--- config.mk ---
export PLATFORM = sky130hd
export DESIGN_NAME = axi_wr_arbiter
export DESIGN_NICKNAME = d
export VERILOG_FILES = /design/src/rtl/axi_wr_arbiter.sv
export SDC_FILE = /design/constraint.sdc
export NUM_CORES = 1
export LEC_CHECK = 0
export CORE_AREA = 4 4 270 272
export CTS_BUF_LIST = sky130_fd_sc_hd__clkbuf_4 sky130_fd_sc_hd__clkbuf_8
export CTS_CLUSTER_SIZE = 14
export DETAILED_ROUTE_END_ITERATION = 8
export DIE_AREA = 0 0 274 276
export PLACE_DENSITY = 0.36
export SETUP_SLACK_MARGIN = 0.3
export SLEW_MARGIN = 40
export SYNTH_ARGS = -nofsm -noshare
export SYNTH_HDL_FRONTEND = slang
export SYNTH_SLANG_ARGS = --single-unit
--- constraint.sdc ---
create_clock -name clk -period 2.7 [get_ports clk]
set_clock_uncertainty 0.05 [all_clocks]
set_input_delay 0.27 -clock clk [delete_from_list [all_inputs] [get_ports clk]]
set_output_delay 0.27 -clock clk [all_outputs]
set_load 0.005 [all_outputs]
--- src/rtl/axi_wr_arbiter.sv ---
// Four-source round-robin arbiter for one AXI write port (AW/W/B).
// Optional per-source burst counters are built when AXI_WR_ARB_STATS_EN is defined.

`ifdef AXI_WR_ARB_STATS_EN
module axi_wr_arb_cnt (
    input  logic        clk,
    input  logic        rst,
    input  logic        inc,
    output logic [15:0] cnt
);
    always_ff @(posedge clk) begin
        if (rst)
            cnt <= '0;
        else if (inc && cnt != 16'hFFFF)
            cnt <= cnt + 16'd1;
    end
endmodule
`endif

module axi_wr_arbiter #(
    parameter int ID_W        = 4,
    parameter int ADDR_W      = 32,
    parameter int DATA_W      = 64,
    parameter int WFIFO_DEPTH = 4
) (
    input  logic                          clk,
    input  logic                          rst,
    input  logic [3:0]                    s_awvalid,
    output logic [3:0]                    s_awready,
    input  logic [3:0][ID_W-1:0]          s_awid,
    input  logic [3:0][ADDR_W-1:0]        s_awaddr,
    input  logic [3:0][7:0]               s_awlen,
    input  logic [3:0]                    s_wvalid,
    output logic [3:0]                    s_wready,
    input  logic [3:0]                    s_wlast,
    input  logic [3:0][DATA_W-1:0]        s_wdata,
    input  logic [3:0][DATA_W/8-1:0]      s_wstrb,
    output logic [3:0]                    s_bvalid,
    input  logic [3:0]                    s_bready,
    output logic [ID_W-1:0]               s_bid,
    output logic [1:0]                    s_bresp,
    output logic                          m_awvalid,
    input  logic                          m_awready,
    output logic [ID_W+1:0]               m_awid,
    output logic [ADDR_W-1:0]             m_awaddr,
    output logic [7:0]                    m_awlen,
    output logic                          m_wvalid,
    input  logic                          m_wready,
    output logic                          m_wlast,
    output logic [DATA_W-1:0]             m_wdata,
    output logic [DATA_W/8-1:0]           m_wstrb,
    input  logic                          m_bvalid,
    output logic                          m_bready,
    input  logic [ID_W+1:0]               m_bid,
    input  logic [1:0]                    m_bresp,
    output logic [3:0][15:0]              burst_cnt
);
    localparam int PW = $clog2(WFIFO_DEPTH);

    typedef enum logic {ARB, SEND} state_t;

    state_t      state, state_nxt;
    logic [1:0]  grant, grant_nxt, rr_ptr;
    logic [1:0]  pick;
    logic        pick_vld;
    logic [1:0]  fifo_mem [WFIFO_DEPTH];
    logic [PW:0] wr_ptr, rd_ptr;
    logic        full, empty, aw_hs, pop;
    logic [1:0]  head, bsrc;

    assign full  = (wr_ptr[PW] != rd_ptr[PW]) && (wr_ptr[PW-1:0] == rd_ptr[PW-1:0]);
    assign empty = (wr_ptr == rd_ptr);
    assign head  = fifo_mem[rd_ptr[PW-1:0]];
    assign aw_hs = (state == SEND) && m_awready;
    assign pop   = !empty && s_wvalid[head] && m_wready && s_wlast[head];

    // Round-robin search starting at rr_ptr, wrapping 3 -> 0.
    always_comb begin
        logic [1:0] idx;
        idx      = '0;
        pick     = rr_ptr;
        pick_vld = 1'b0;
        for (int k = 0; k < 4; k++) begin
            idx = rr_ptr + 2'(k);
            if (!pick_vld && s_awvalid[idx]) begin
                pick_vld = 1'b1;
                pick     = idx;
            end
        end
    end

    always_comb begin
        state_nxt = state;
        grant_nxt = grant;
        case (state)
            ARB: if (pick_vld && !full) begin
                grant_nxt = pick;
                state_nxt = SEND;
            end
            SEND: if (m_awready) state_nxt = ARB;
            default: state_nxt = ARB;
        endcase
    end

    always_ff @(posedge clk) begin
        if (rst) begin
            state  <= ARB;
            grant  <= '0;
            rr_ptr <= '0;
            wr_ptr <= '0;
            rd_ptr <= '0;
        end else begin
            state <= state_nxt;
            grant <= grant_nxt;
            if (aw_hs) begin
                wr_ptr <= wr_ptr + 1'b1;
                rr_ptr <= grant + 2'd1;
            end
            if (pop) rd_ptr <= rd_ptr + 1'b1;
        end
    end

    // Order storage needs no reset: the pointers define which entries are live.
    always_ff @(posedge clk) begin
        if (!rst && aw_hs) fifo_mem[wr_ptr[PW-1:0]] <= grant;
    end

    assign m_awvalid = (state == SEND);
    assign m_awid    = {grant, s_awid[grant]};
    assign m_awaddr  = s_awaddr[grant];
    assign m_awlen   = s_awlen[grant];

    always_comb begin
        s_awready = '0;
        if (state == SEND) s_awready[grant] = m_awready;
        s_wready = '0;
        if (!empty) s_wready[head] = m_wready;
    end

    assign m_wvalid = !empty && s_wvalid[head];
    assign m_wlast  = s_wlast[head];
    assign m_wdata  = s_wdata[head];
    assign m_wstrb  = s_wstrb[head];

    // Responses route by the source index carried in the upper ID bits.
    assign bsrc     = m_bid[ID_W+1:ID_W];
    assign m_bready = s_bready[bsrc];
    assign s_bid    = m_bid[ID_W-1:0];
    assign s_bresp  = m_bresp;

    always_comb begin
        for (int i = 0; i < 4; i++)
            s_bvalid[i] = m_bvalid && (bsrc == 2'(i));
    end

`ifdef AXI_WR_ARB_STATS_EN
    for (genvar gi = 0; gi < 4; gi++) begin : g_cnt
        axi_wr_arb_cnt u_cnt (
            .clk (clk),
            .rst (rst),
            .inc (aw_hs && (grant == 2'(gi))),
            .cnt (burst_cnt[gi])
        );
    end
`else
    assign burst_cnt = '0;
`endif

endmodule

==> reports/qor.csv, run 1 <==
metric,value,unit
outcome,finished clean,
grt_max_degree,38,
slew_violations,0,
ir_drop,0.170,mV
drtIter0Drc,137,
dp.cells,1894,
worstPathArrival,2360,ps
ioPinCount,697,
crit_type,reg2out,
synth.area.top_cells,"mux4_2 (60%), buf_4 (12%), dfxtp_1 (5.7%), edfxtp_1 (5.3%), ha_1 (2.5%)",
cp-start-kind,flip-flop,
hold_end,wr_ptr[1],
dp_hpwl,32400,um
grt-ovfl-total,0,
endpoint_kind,output pin,
power.leakage,4.42,nW
maxSlewHeadroom,0.501,
antenna_left,0,
grt_pass1_wl,49800,um
final_common_cell,clkdlybuf4s50_1,
pwr_density_cell,201,nW/um2
max_freq,374,MHz
layout_common_cells,"clkdlybuf4s50_1 (542), mux4_2 (120), conb_1 (64), buf_6 (54), buf_2 (19)",
clk_pin_slew,80,ps
cts_buffers,3,
tightest_slew,744,ps
reg2reg_to,rd_ptr[2],
yosysWarnings,0,
num-fill-cells,7852,
netlist_area,4570,um2
vias,5836,
area.growth.synth_to_final,172,%
yosysTopAreaCell,mux4_2,
drive_gt1_frac,0.271,
synth_cell_types,41,
rsz0062_at_grt,yes,
die_h,276,um
fp.coreArea,70800,um2
final_cells,1939,
crit_required,2380,ps
cp_max_fo,12,
holdBufCountCts,0,
cts.sinks,21,
grt_antenna_before_repair,8,
cts.path.max_buffers,2,
yosysSeqAreaShare,0.110,
yosys.area.top_type_share,0.601,
period_minus_slack,2680,ps
cts_tree,built,
insertion_delay,260,ps
syn_avg_cell_area,13.5,um2
ys_ff_latch,21,
whs_path_depth,2,
fin_crit_sh,0.991,
start_util,0.0646,
maxCapViolations,0,
die_area,75600,um2
cts_root_buf,clkbuf_8,
drt-total-wl,37600,um
routabilityCongestion,0.945,
via_per_inst,3.01,
r2r_slack,50,ps
total_power,2.49,mW
dieWidth,274,um
grt_usage,0.0906,
io_buffers,620,
hp-start,wr_ptr[1],
hold_viol,0,
grt_pass1_vias,6539,
h-tree-depth,1,
first_pass_iters,4,
finalNetCount,1488,
drc_errors,0,
rows,98,
netlist_instances,339,
setup_violations,0,
r2r_cells,7,
hold_class,reg2reg,
wl_per_cell,19.4,um
[repair_timing]
| action | 4_1_cts | 5_1_grt |
|---|---|---|
| gates cloned | 6 | 4 |
| buffers inserted | 19 | 8 |
| endpoints found under the setup margin | 118 | 91 |
| resized for setup | 320 | 40 |
| pin swaps | 2 | 3 |
[Yosys cell counts, drive strengths merged]
master  number
ha           9
nor3         6
and3         5
a211o        1
xnor2        2
mux2         4
clkbuf       9
mux4       122
dfxtp       13
nor3b        2
or4          1
nand2b       3
mux2i        2
nor4         1
edfxtp       8
o311ai       1
and3b        1
nand3        3
o31ai        1
o21a         1
nor2b        6
nand2       11
nand4b       1
and2         4
nor2        11
conb         1
inv          6
a21oi        5
o21bai       1
a211oi       1
xor2         4
o31a         1
buf         90
o21ai        2
[routing by layer]
| layer | GRT usage | vias to the layer above | wire length, um | part of all wire |
|---|---|---|---|---|
| li1 | - | 2582 | - | - |
| met1 | 0.0847 | 2812 | 11900 | 0.32 |
| met2 | 0.184 | 414 | 20900 | 0.56 |
| met3 | 0.0354 | 24 | 4270 | 0.11 |
| met4 | 0.0166 | 4 | 483 | 0.013 |
| met5 | 0 | - | 27 | 0.00072 |
[worst max-delay path by stage]
stage	start	end
finish	flip-flop	m_wdata[61]
global route	flip-flop	m_wdata[61]
CTS	flip-flop	m_wdata[18]
detailed placement	flip-flop	m_wstrb[7]
global placement	flip-flop	m_wstrb[7]
floorplan	flip-flop	m_wdata[10]
[sequential cells by signal (all words and copies together), names as in the netlist, named ones only]
register,count
rr_ptr,2
wr_ptr,3
m_awvalid,1
rd_ptr,3
fifo_mem,8
grant,2
[cell families after synthesis]
kind of cell / count (synthesis) / share of synthesized area
buf+inv: 105 / 0.154
fa+ha+maj: 9 / 0.0246
flops: 21 / 0.110
mux: 128 / 0.616
compound gates: 14 / 0.0200
simple gates: 55 / 0.0644
xor+xnor: 6 / 0.0115
other cells: 1 / 0.000821
[cell type report]
type                    count  area [um2]  area share
repair buffers            678        6990       0.563
multi-input cells         276        3650       0.294
well taps                 950        1190      0.0958
flip-flops and latches     21         507      0.0408
clock buffers               3        41.3     0.00333
inverters                   6        22.5     0.00181
diodes                      4        10.0    0.000807
clock inverters             1        5.00    0.000403
[metrics by stage]
| step | TNS, ps | util | setup WS (ps) | instance area [um2] | hold slack (ps) |
|---|---|---|---|---|---|
| 2_1_floorplan | 0 | - | 599 | 4810 | 380 |
| 3_3_place_gp | -83.0 | 0.166 | -60.7 | 11800 | 473 |
| 3_5_place_dp | -128 | 0.166 | -80.2 | 11800 | 472 |
| 4_1_cts | -137 | 0.172 | -18.7 | 12100 | 485 |
| 5_1_grt | -617 | 0.175 | -38.4 | 12400 | 490 |
| 6_report | 0 | 0.175 | 24.4 | 12400 | 482 |
[worst max-delay path: stages (launching register included)]
cell     delay, ps
dfxtp_2        360
mux4_4         650
buf_12         180
buf_4          150
buf_16         150
mux4_2         450
buf_2          150
[power by group]
group	total [mW]	switching, mW	leakage (nW)	internal, mW
logic	1.93	0.579	4.21	1.35
clock network	0.206	0.104	0.0255	0.103
registers	0.359	0.0193	0.181	0.340
total	2.49	0.702	4.42	1.79
(Power assumes the default switching activity.)
==> run 2, diff against run 1 <==
Settings changed: CTS_BUF_LIST sky130_fd_sc_hd__clkbuf_4 sky130_fd_sc_hd__clkbuf_8 to sky130_fd_sc_hd__clkbuf_16.
==> run 2 against run 1 <==
Net effect:
- wire length is 0.70% higher
- design area is 0.89% higher
- total power is 4.7% higher
- non-clock buffer count is 3 higher
- fmax is 0.53% higher
- global-route usage hardly changed
- worst hold slack worse by 2.0 ps
- largest power group unchanged
- sequential share of layout area hardly changed
- clock-buffer cell count stayed put
- critical path depth stayed put
- sequential power hardly changed
- die area stayed put
==> reports/qor.csv, run 2 (synthesized netlist as in run 1, its figures left out) <==
metric,value,unit,change
slowest_stage,mux4_4,,unchanged
rows,98,,unchanged
tightest_slew,744,ps,about the same
fin_area,12500,um2,was 12400 um2
r2r_slack,60,ps,was 50 ps
crit_type,reg2out,,unchanged
whs_path_depth,2,,unchanged
ir_drop,0.263,mV,was 0.170 mV
grt_antenna_before_repair,8,,unchanged
period_minus_slack,2660,ps,was 2680 ps
max_freq,376,MHz,was 374 MHz
dieWidth,274,um,unchanged
grt_usage,0.0907,,was 0.0906
cp-start-kind,flip-flop,,unchanged
routabilityCongestion,0.945,,unchanged
fp.coreArea,70800,um2,unchanged
cts_buffers,3,,unchanged
crit_required,2380,ps,about the same
hold_viol,0,,unchanged
grt_max_degree,38,,unchanged
hp-start,wr_ptr[1],,unchanged
via_per_inst,3.02,,was 3.01
area.growth.synth_to_final,174,%,was 172%
die_h,276,um,unchanged
dp_hpwl,32400,um,unchanged
cp_max_fo,12,,unchanged
wl_per_cell,19.5,um,was 19.4 um
cp_cell_sequence,mux4_4 -> buf_12 -> buf_4 -> buf_16 -> mux4_2 -> buf_2,,unchanged
cts.path.max_buffers,2,,unchanged
layout_common_cells,"clkdlybuf4s50_1 (542), mux4_2 (120), conb_1 (64), buf_6 (55), buf_2 (20)",,"was clkdlybuf4s50_1 (542), mux4_2 (120), conb_1 (64), buf_6 (54), buf_2 (19)"
holdBufCountCts,0,,unchanged
start_util,0.0646,,unchanged
grt_pass1_vias,6540,,was 6539
final_common_cell,clkdlybuf4s50_1,,unchanged
fin_setup_tns,0,ps,unchanged
vias,5863,,was 5836
h-tree-depth,1,,unchanged
io_buffers,620,,unchanged
drc_errors,0,,unchanged
drt-total-wl,37900,um,was 37600 um
endpoint_kind,output pin,,unchanged
clk_pin_slew,60,ps,was 80 ps
fin_crit_sh,0.986,,was 0.991
maxSlewHeadroom,0.501,,about the same
maxCapViolations,0,,unchanged
first_pass_iters,4,,unchanged
die_area,75600,um2,unchanged
cpPeakStageDelay,650,ps,about the same
r2r_cells,7,,unchanged
worstPathArrival,2340,ps,was 2360 ps
grt-ovfl-total,0,,unchanged
outcome,finished clean,,unchanged
power.leakage,4.47,nW,was 4.42 nW
largest_register_ffs,8,,unchanged
pwr_density_cell,209,nW/um2,was 201 nW/um2
grt_pass1_wl,49800,um,about the same
insertion_delay,250,ps,was 260 ps
hold_end,wr_ptr[1],,unchanged
cts.sinks,21,,unchanged
drtIter0Drc,134,,was 137
hold_class,reg2reg,,unchanged
setup_violations,0,,unchanged
num-fill-cells,7852,,unchanged
drive_gt1_frac,0.273,,was 0.271
slew_violations,0,,unchanged
dp.cells,1894,,unchanged
finalNetCount,1491,,was 1488
place_area,11800,um2,unchanged
cts_tree,built,,unchanged
final_cells,1942,,was 1939
rsz0062_at_grt,yes,,unchanged
reg2reg_to,rd_ptr[2],,unchanged
antenna_left,0,,unchanged
cts_root_buf,clkbuf_16,,was clkbuf_8
ioPinCount,697,,unchanged
[run 2: cell count changes in the layout (fill, tap and decap cells not counted), sizes merged]
cell    before  now
clkbuf      18   17
buf        111  115
[run 2: worst max-delay path by stage]
stage,end,start
2_1_floorplan,m_wdata[10],flip-flop
5_1_grt,m_wdata[61],flip-flop
4_1_cts,rd_ptr[2],flip-flop
3_5_place_dp,m_wstrb[7],flip-flop
3_3_place_gp,m_wstrb[7],flip-flop
6_report,m_wdata[61],flip-flop
[run 2: power breakdown]
| group | switching [mW] | internal, mW | leakage [nW] |
|---|---|---|---|
| Clock | 0.113 | 0.199 | 0.0409 |
| Combinational | 0.582 | 1.36 | 4.25 |
| Sequential | 0.0189 | 0.341 | 0.181 |
[run 2: critical path, delay by kind of cell, from the launching register on]
family	cells	cell delay (ps)
muxes	2	1100
DFF	1	350
buffers and inverters	4	630
[run 2: area by class of cell]
cell class / instances / area [um2] / share of cell area
Timing Repair Buffer: 681 / 7060 / 0.564
Sequential cell: 21 / 507 / 0.0405
Multi-Input combinational cell: 276 / 3650 / 0.291
Inverter: 6 / 22.5 / 0.00180
Clock buffer: 3 / 75.1 / 0.00600
Clock inverter: 1 / 5.00 / 0.000400
Antenna cell: 4 / 10.0 / 0.000799
Tap cell: 950 / 1190 / 0.0949
[run 2: stage by stage]
step / setup slack [ps] / hold WS (ps) / util / total power [mW]
5_1_grt: -19.5 / 490 / 0.177 / 2.76
6_report: 38.4 / 481 / 0.177 / 2.61
2_1_floorplan: 599 / 380 / - / 0.975
4_1_cts: -7.00 / 481 / 0.172 / 2.59
3_3_place_gp: -60.7 / 473 / 0.166 / 2.23
3_5_place_dp: -80.2 / 472 / 0.166 / 2.23
[run 2: metal layers]
metal  track usage  wire length (um)  vias to the layer above
met2         0.184             21100                      418
met5             0                27                        -
met4        0.0166               513                        4
met1        0.0848             12000                     2821
met3        0.0354              4270                       26
li1              -                 -                     2594
[run 2: what timing repair did]
action / in CTS / in global routing
setup buffers: 19 / 8
resized for setup: 328 / 39
setup endpoints to repair: 118 / 85
gates cloned: 6 / 7
pin swaps: 2 / 3
